<file path="src/rtl/tpum_reg_bank_if.sv">
// Bus bundle for the TPUM operand/accumulator register bank: one write port,
// a bulk clear and two registered read ports.
interface tpum_reg_bank_if #(
    parameter int unsigned NUM_REGS = 8,
    parameter int unsigned DATA_W   = 32,
    parameter int unsigned ADDR_W   = $clog2(NUM_REGS)
);
    logic              clr;
    logic              wr_en;
    logic              wr_acc;
    logic [ADDR_W-1:0] wr_addr;
    logic [DATA_W-1:0] wr_data;
    logic              rd0_en;
    logic [ADDR_W-1:0] rd0_addr;
    logic              rd1_en;
    logic [ADDR_W-1:0] rd1_addr;
    logic [DATA_W-1:0] rd0_data;
    logic [DATA_W-1:0] rd1_data;
    logic              rd0_valid;
    logic              rd1_valid;
    logic              rd0_hit;
    logic              rd1_hit;
    logic              wr_err;

    modport master (
        output clr, wr_en, wr_acc, wr_addr, wr_data,
        output rd0_en, rd0_addr, rd1_en, rd1_addr,
        input  rd0_data, rd1_data, rd0_valid, rd1_valid, rd0_hit, rd1_hit, wr_err
    );

    modport slave (
        input  clr, wr_en, wr_acc, wr_addr, wr_data,
        input  rd0_en, rd0_addr, rd1_en, rd1_addr,
        output rd0_data, rd1_data, rd0_valid, rd1_valid, rd0_hit, rd1_hit, wr_err
    );
endinterface

</file>
<file path="src/rtl/tpum_reg_bank.sv">
// TPUM operand/accumulator register bank: NUM_REGS x DATA_W entries with
// load/accumulate writes, bulk clear, per-entry written flags and two
// registered read ports that forward the end-of-cycle entry state.
module tpum_reg_bank #(
    parameter int unsigned NUM_REGS = 8,
    parameter int unsigned DATA_W   = 32,
    parameter int unsigned ADDR_W   = $clog2(NUM_REGS)
) (
    input logic            clk,
    input logic            rst,
    tpum_reg_bank_if.slave bus
);

    // Address is a legal entry index (NUM_REGS need not be a power of two).
    function automatic logic in_range(input logic [ADDR_W-1:0] a);
        return ({{(32-ADDR_W){1'b0}}, a} < NUM_REGS);
    endfunction

    // Unsigned accumulate; the carry out is discarded so the sum wraps.
    function automatic logic [DATA_W-1:0] acc_wrap(input logic [DATA_W-1:0] a,
                                                   input logic [DATA_W-1:0] b);
        logic [DATA_W-1:0] s;
        s = a + b;
        return s;
    endfunction

    logic [DATA_W-1:0]   mem_q [NUM_REGS];
    logic [DATA_W-1:0]   mem_d [NUM_REGS];
    logic [NUM_REGS-1:0] wflag_q, wflag_d;
    logic                wr_err_q, wr_err_d;
    logic [DATA_W-1:0]   rd0_data_q, rd0_data_d, rd1_data_q, rd1_data_d;
    logic                rd0_valid_q, rd0_valid_d, rd1_valid_q, rd1_valid_d;
    logic                rd0_hit_q, rd0_hit_d, rd1_hit_q, rd1_hit_d;

    logic                wr_in;
    logic [ADDR_W-1:0]   widx;
    logic [DATA_W-1:0]   wr_new;

    // Write-port decode: safe index and the value a legal write would store.
    always_comb begin
        wr_in  = in_range(bus.wr_addr);
        widx   = wr_in ? bus.wr_addr : '0;
        wr_new = bus.wr_acc ? acc_wrap(mem_q[widx], bus.wr_data) : bus.wr_data;
    end

    // Next entry/flag state; clear wins over a same-cycle write.
    always_comb begin
        mem_d    = mem_q;
        wflag_d  = wflag_q;
        wr_err_d = 1'b0;
        if (bus.clr) begin
            mem_d   = '{default: '0};
            wflag_d = '0;
        end else if (bus.wr_en) begin
            if (wr_in) begin
                mem_d[widx]   = wr_new;
                wflag_d[widx] = 1'b1;
            end else begin
                wr_err_d = 1'b1;
            end
        end
    end

    // Read ports sample the end-of-cycle state, which gives write-through
    // forwarding and clear visibility without extra bypass muxes.
    always_comb begin
        rd0_valid_d = bus.rd0_en;
        rd0_data_d  = rd0_data_q;
        rd0_hit_d   = rd0_hit_q;
        if (bus.rd0_en) begin
            if (in_range(bus.rd0_addr)) begin
                rd0_data_d = mem_d[bus.rd0_addr];
                rd0_hit_d  = wflag_d[bus.rd0_addr];
            end else begin
                rd0_data_d = '0;
                rd0_hit_d  = 1'b0;
            end
        end
        rd1_valid_d = bus.rd1_en;
        rd1_data_d  = rd1_data_q;
        rd1_hit_d   = rd1_hit_q;
        if (bus.rd1_en) begin
            if (in_range(bus.rd1_addr)) begin
                rd1_data_d = mem_d[bus.rd1_addr];
                rd1_hit_d  = wflag_d[bus.rd1_addr];
            end else begin
                rd1_data_d = '0;
                rd1_hit_d  = 1'b0;
            end
        end
    end

    // State and output registers; reset clears storage, flags and outputs.
    always_ff @(posedge clk) begin
        if (rst) begin
            mem_q       <= '{default: '0};
            wflag_q     <= '0;
            wr_err_q    <= 1'b0;
            rd0_data_q  <= '0;
            rd1_data_q  <= '0;
            rd0_valid_q <= 1'b0;
            rd1_valid_q <= 1'b0;
            rd0_hit_q   <= 1'b0;
            rd1_hit_q   <= 1'b0;
        end else begin
            mem_q       <= mem_d;
            wflag_q     <= wflag_d;
            wr_err_q    <= wr_err_d;
            rd0_data_q  <= rd0_data_d;
            rd1_data_q  <= rd1_data_d;
            rd0_valid_q <= rd0_valid_d;
            rd1_valid_q <= rd1_valid_d;
            rd0_hit_q   <= rd0_hit_d;
            rd1_hit_q   <= rd1_hit_d;
        end
    end

    assign bus.rd0_data  = rd0_data_q;
    assign bus.rd1_data  = rd1_data_q;
    assign bus.rd0_valid = rd0_valid_q;
    assign bus.rd1_valid = rd1_valid_q;
    assign bus.rd0_hit   = rd0_hit_q;
    assign bus.rd1_hit   = rd1_hit_q;
    assign bus.wr_err    = wr_err_q;

endmodule

</file>
<file path="src/flat_wrapper.sv">
// flat-port wrapper written by rule: the top's interface ports become plain ports
module tpum_reg_bank_flat 
#(
    parameter int unsigned NUM_REGS = 8,
    parameter int unsigned DATA_W   = 32,
    parameter int unsigned ADDR_W   = $clog2(NUM_REGS)
)
  (clk, rst, bus_clr, bus_wr_en, bus_wr_acc, bus_wr_addr, bus_wr_data, bus_rd0_en, bus_rd0_addr, bus_rd1_en, bus_rd1_addr, bus_rd0_data, bus_rd1_data, bus_rd0_valid, bus_rd1_valid, bus_rd0_hit, bus_rd1_hit, bus_wr_err);
  tpum_reg_bank_if #(.NUM_REGS(NUM_REGS), .DATA_W(DATA_W), .ADDR_W(ADDR_W)) bus_i ();
  input logic clk;
  input logic rst;
  input wire logic [$bits(bus_i.clr)-1:0] bus_clr;
  input wire logic [$bits(bus_i.wr_en)-1:0] bus_wr_en;
  input wire logic [$bits(bus_i.wr_acc)-1:0] bus_wr_acc;
  input wire logic [$bits(bus_i.wr_addr)-1:0] bus_wr_addr;
  input wire logic [$bits(bus_i.wr_data)-1:0] bus_wr_data;
  input wire logic [$bits(bus_i.rd0_en)-1:0] bus_rd0_en;
  input wire logic [$bits(bus_i.rd0_addr)-1:0] bus_rd0_addr;
  input wire logic [$bits(bus_i.rd1_en)-1:0] bus_rd1_en;
  input wire logic [$bits(bus_i.rd1_addr)-1:0] bus_rd1_addr;
  output wire logic [$bits(bus_i.rd0_data)-1:0] bus_rd0_data;
  output wire logic [$bits(bus_i.rd1_data)-1:0] bus_rd1_data;
  output wire logic [$bits(bus_i.rd0_valid)-1:0] bus_rd0_valid;
  output wire logic [$bits(bus_i.rd1_valid)-1:0] bus_rd1_valid;
  output wire logic [$bits(bus_i.rd0_hit)-1:0] bus_rd0_hit;
  output wire logic [$bits(bus_i.rd1_hit)-1:0] bus_rd1_hit;
  output wire logic [$bits(bus_i.wr_err)-1:0] bus_wr_err;
  assign bus_i.clr = bus_clr;
  assign bus_i.wr_en = bus_wr_en;
  assign bus_i.wr_acc = bus_wr_acc;
  assign bus_i.wr_addr = bus_wr_addr;
  assign bus_i.wr_data = bus_wr_data;
  assign bus_i.rd0_en = bus_rd0_en;
  assign bus_i.rd0_addr = bus_rd0_addr;
  assign bus_i.rd1_en = bus_rd1_en;
  assign bus_i.rd1_addr = bus_rd1_addr;
  assign bus_rd0_data = bus_i.rd0_data;
  assign bus_rd1_data = bus_i.rd1_data;
  assign bus_rd0_valid = bus_i.rd0_valid;
  assign bus_rd1_valid = bus_i.rd1_valid;
  assign bus_rd0_hit = bus_i.rd0_hit;
  assign bus_rd1_hit = bus_i.rd1_hit;
  assign bus_wr_err = bus_i.wr_err;
  tpum_reg_bank #(.NUM_REGS(NUM_REGS), .DATA_W(DATA_W), .ADDR_W(ADDR_W)) u_core (.clk(clk), .rst(rst), .bus(bus_i));
endmodule
</file>
<file path="config.mk">
export PLATFORM = sky130hd
export DESIGN_NAME = tpum_reg_bank_flat
export DESIGN_NICKNAME = d
export VERILOG_FILES = /design/src/rtl/tpum_reg_bank_if.sv /design/src/rtl/tpum_reg_bank.sv /design/src/flat_wrapper.sv
export SDC_FILE = /design/constraint.sdc
export NUM_CORES = 1
export LEC_CHECK = 0
export CAP_MARGIN = 20
export CORE_MARGIN = 2
export CORE_UTILIZATION = 61
export DETAILED_ROUTE_END_ITERATION = 6
export PLACE_DENSITY = 0.78
export SKIP_LAST_GASP = 1
export SYNTH_ARGS = -nofsm -noshare
export SYNTH_HDL_FRONTEND = slang
export SYNTH_SLANG_ARGS = --single-unit
</file>
<file path="constraint.sdc">
create_clock -name clk -period 6.26 [get_ports clk]
set_input_delay 0.626 -clock clk [delete_from_list [all_inputs] [get_ports clk]]
set_output_delay 0.626 -clock clk [all_outputs]
set_load 0.03 [all_outputs]
</file>
==> impl_metrics.csv <==
group,metric,value,unit
worst_setup_path,worstSetupPathType,"input port to register",
global_route,first_global_vias,21098,
die,core-area,33530,um^2
die,die_area,35470,um^2
place,port_buffers,115,
route,drtPass1Iterations,7,
timing,relSlewSlack,0.1972,
worst_setup_path,crit_family,"compound AO/OA/AOI/OAI gates",
final_layout,nNetsFinal,2665,
global_route,grt_start_max_net_pins,90,
die,rows,67,
worst_setup_path,required,6.71,ns
clocking,holdBufCountCts,0,
worst_setup_path,critPathMaxStageDelay,0.61,ns
die,die_h,188.3,um
die,start_util,0.6181,
job,maxCapViolCount,0,
hold_path,hold_path_class,"register to register",
synthesis,synth.yosys.seq_area_share,0.3207,
clocking,cts_tree,"done",
timing,worst_slew_pin_slew,1.202,ns
outcome,outcome,"finished, violations left",
timing,period_needed,5.375,ns
timing,maxSlewViolCount,0,
synthesis,synth_area,20730,um^2
timing,timing.fmax,186.1,MHz
timing,rsz0062_at_grt,"no",
route,first_iter_violations,3278,
worst_setup_path,crit_arrival,5.83,ns
synthesis,synthTopCellsByCount,"nor2_1 (402), dfxtp_1 (332), nand2_1 (191)",
timing,setup_viol_count_final,0,
synthesis,yosysTopAreaCellShare,0.3207,
clocking,clk_latency,0.54,ns
clocking,path_clk_slew,0.06,ns
route,via_count,22054,
synthesis,synth_nets,2646,
synthesis,synth_seq_cells,332,
global_route,antenna_found_initial,1,
timing,fin_skew,0.02689,ns
clocking,root_buffer,"clkbuf_16",
worst_setup_path,crit_path_top_delay_cell,"o21ai_0",
synthesis,yosysMostFrequentCell,"nor2_1",
place,routabilityCongestion,0.9719,
global_route,grt_util_all_layers,0.4476,
route,wl,81.56,mm
worst_setup_path,critPathMaxFanout,32,
synthesis,synth_warnings,0,
synthesis,synth-async-reset-ratio,0,
clocking,cts_buffer_depth,3,
global_route,overflow,0,
outcome,violations,"DRC",
route,drtAntennaViolNets,0,
synthesis,synthCells,2566,
synthesis,synth_cell_types,88,
pwr,power.density,226.5,nW/um^2
synthesis,ys.flop_type,"dfxtp_1",
worst_setup_path,critPathLaunchType,"input port",
clocking,postCtsSetupRepairBufs,0,
final_layout,syn2layout_area_growth,13.29,%
synthesis,yosys.area.top_type,"dfxtp_1",
clocking,htreeDepth,2,
timing,hold_viol_final,0,
pwr,power,5.318,mW
timing,setup_tns,0,ns
clocking,ctsResizeCount,0,
global_route,grt_pass1_wl,123.0,mm
synthesis,synth_edf_count,0,
synthesis,syn_avg_cell_area,8.077,um^2
pwr,irDropWorstVdd,0.0002381,V
synthesis,synth_area_leaders,"dfxtp_1 (32%), nor2_1 (7.3%), mux2i_1 (6.1%)",
timing,post-route-period-util,0.8586,
die,pin_count,117,
worst_setup_path,crit_path_cell_trace,"buf_4 > buf_4 > buf_4 > mux2_2 > a22oi_1 > o21ai_0 > ha_1 > a21oi_1 > o221ai_1 > a221o_1 > o31a_1 > xnor2_1 > a21oi_2 > mux2i_1 > o22ai_1 > a22oi_1 > a311oi_1",
pwr,leakage,8.474,nW
route,vias_per_cell,7.217,
clocking,cts.sinks,332,
worst_setup_path,endpoint_kind,"register",
route,drc,10,
die,fp.dieW,188.3,um
place,post-dp-hpwl,53.01,mm
worst_setup_path,crit_buf_inv,3,
clocking,cts_buffers,37,
route,avgRoutedWirePerCell,26.69,um
final_layout,final_layout_size_suffix_gt1_frac,0.1197,
worst_setup_path,cp_common_cell,"buf_4",
## layout by cell type (no fill, tap or decap), types with 39 or more instances in the layout
| cell type | synthesis | routed |
|---|---|---|
| a22oi_1 | 69 | 69 |
| nor2b_1 | 83 | 82 |
| o21ai_0 | 183 | 183 |
| mux2i_1 | 127 | 127 |
| mux4_2 | 44 | 44 |
| nand2_1 | 191 | 191 |
| buf_4 | 3 | 96 |
| a21oi_1 | 168 | 168 |
| nor2_1 | 402 | 396 |
| mux2_2 | 59 | 59 |
| a211oi_1 | 122 | 122 |
| clkdlybuf4s50_1 | 0 | 103 |
| nor3_1 | 39 | 39 |
| dfxtp_1 | 332 | 332 |
| and2_1 | 73 | 71 |
## routing by layer
| layer | global-route usage | part of all wire | wire length (um) |
|---|---|---|---|
| met1 | 0.5827 | 0.37 | 29850 |
| met5 | 0 | 0 | 0 |
| met3 | 0.1190 | 0.15 | 12140 |
| met2 | 0.6544 | 0.41 | 33340 |
| met4 | 0.2945 | 0.076 | 6222 |
## kinds of logic (layout without fill, tap and decap cells)
kind of cell / Yosys count / count (layout) / share of synthesized area
flops: 332 / 332 / 0.3207
mux: 232 / 232 / 0.1424
other cells: 1 / 3 / 0.0001809
buf+inv: 243 / 283 / 0.04582
fa+ha+maj: 32 / 32 / 0.01968
compound gates: 825 / 825 / 0.2691
xor+xnor: 12 / 12 / 0.005071
simple gates: 889 / 889 / 0.1971
## area by class of cell
| class | count | area, um^2 |
|---|---|---|
| antenna | 2 | 5.005 |
| sequential | 332 | 6646 |
| clock inverter | 7 | 121.4 |
| inverter | 14 | 52.55 |
| multi-input combinational | 1991 | 13190 |
| tap | 448 | 560.5 |
| timing repair buffer | 209 | 1832 |
| clock buffer | 53 | 1077 |
| fill | 2727 | 10050 |
## worst min-delay path: cells and delay by family (launching register included)
kind	cells	cell delay (ns)
DFF	1	0.31
AOI/OAI and AO/OA	1	0.05
and+or+nand+nor	1	0.05
## where the power goes
part / leakage (nW) / total [mW] / internal [mW] / switching [mW]
Combinational: 5.20 / 0.914 / 0.289 / 0.625
Clock: 0.589 / 2.22 / 1.31 / 0.908
Sequential: 2.69 / 2.18 / 2.15 / 0.0272
Total: 8.47 / 5.32 / 3.76 / 1.56
## flip-flops by register name (all words and copies together) (netlist names)
signal and count:
u_core.bus.rd0_hit 1, u_core.bus.rd1_valid 1, u_core.bus.rd1_hit 1, u_core.bus.rd0_data 32
u_core.bus.rd1_data 32, u_core.wflag_q 8, u_core.bus.rd0_valid 1, u_core.mem_q 256
## path summary, 6_finish.rpt
kind / from / endpoint / slack (ns) / cells past startpoint
max: bus_wr_addr[0] / u_core.bus.rd1_data[29] / 0.89 / 17
min: u_core.bus.rd1_data[16] / u_core.bus.rd1_data[16] / 0.46 / 2
max reg2reg: u_core.mem_q[192] / u_core.bus.rd0_data[22] / 1.55 / 17
min reg2reg: u_core.bus.rd1_data[16] / u_core.bus.rd1_data[16] / 0.46 / 2
## per-stage QoR
stage	area [um^2]	setup slack [ns]	cells	hold slack (ns)	util
6_report	23480	0.8853	3056	0.4635	0.7003
2_1_floorplan	20730	1.085	2566	0.4316	-
5_1_grt	23480	0.7745	3054	0.4951	0.7001
3_5_place_dp	22270	0.6086	2993	0.4485	0.6641
4_1_cts	23470	1.174	3053	0.4664	0.6999
3_3_place_gp	22270	0.6709	2993	0.4389	0.6641
Power figures use the tool's default switching activity.
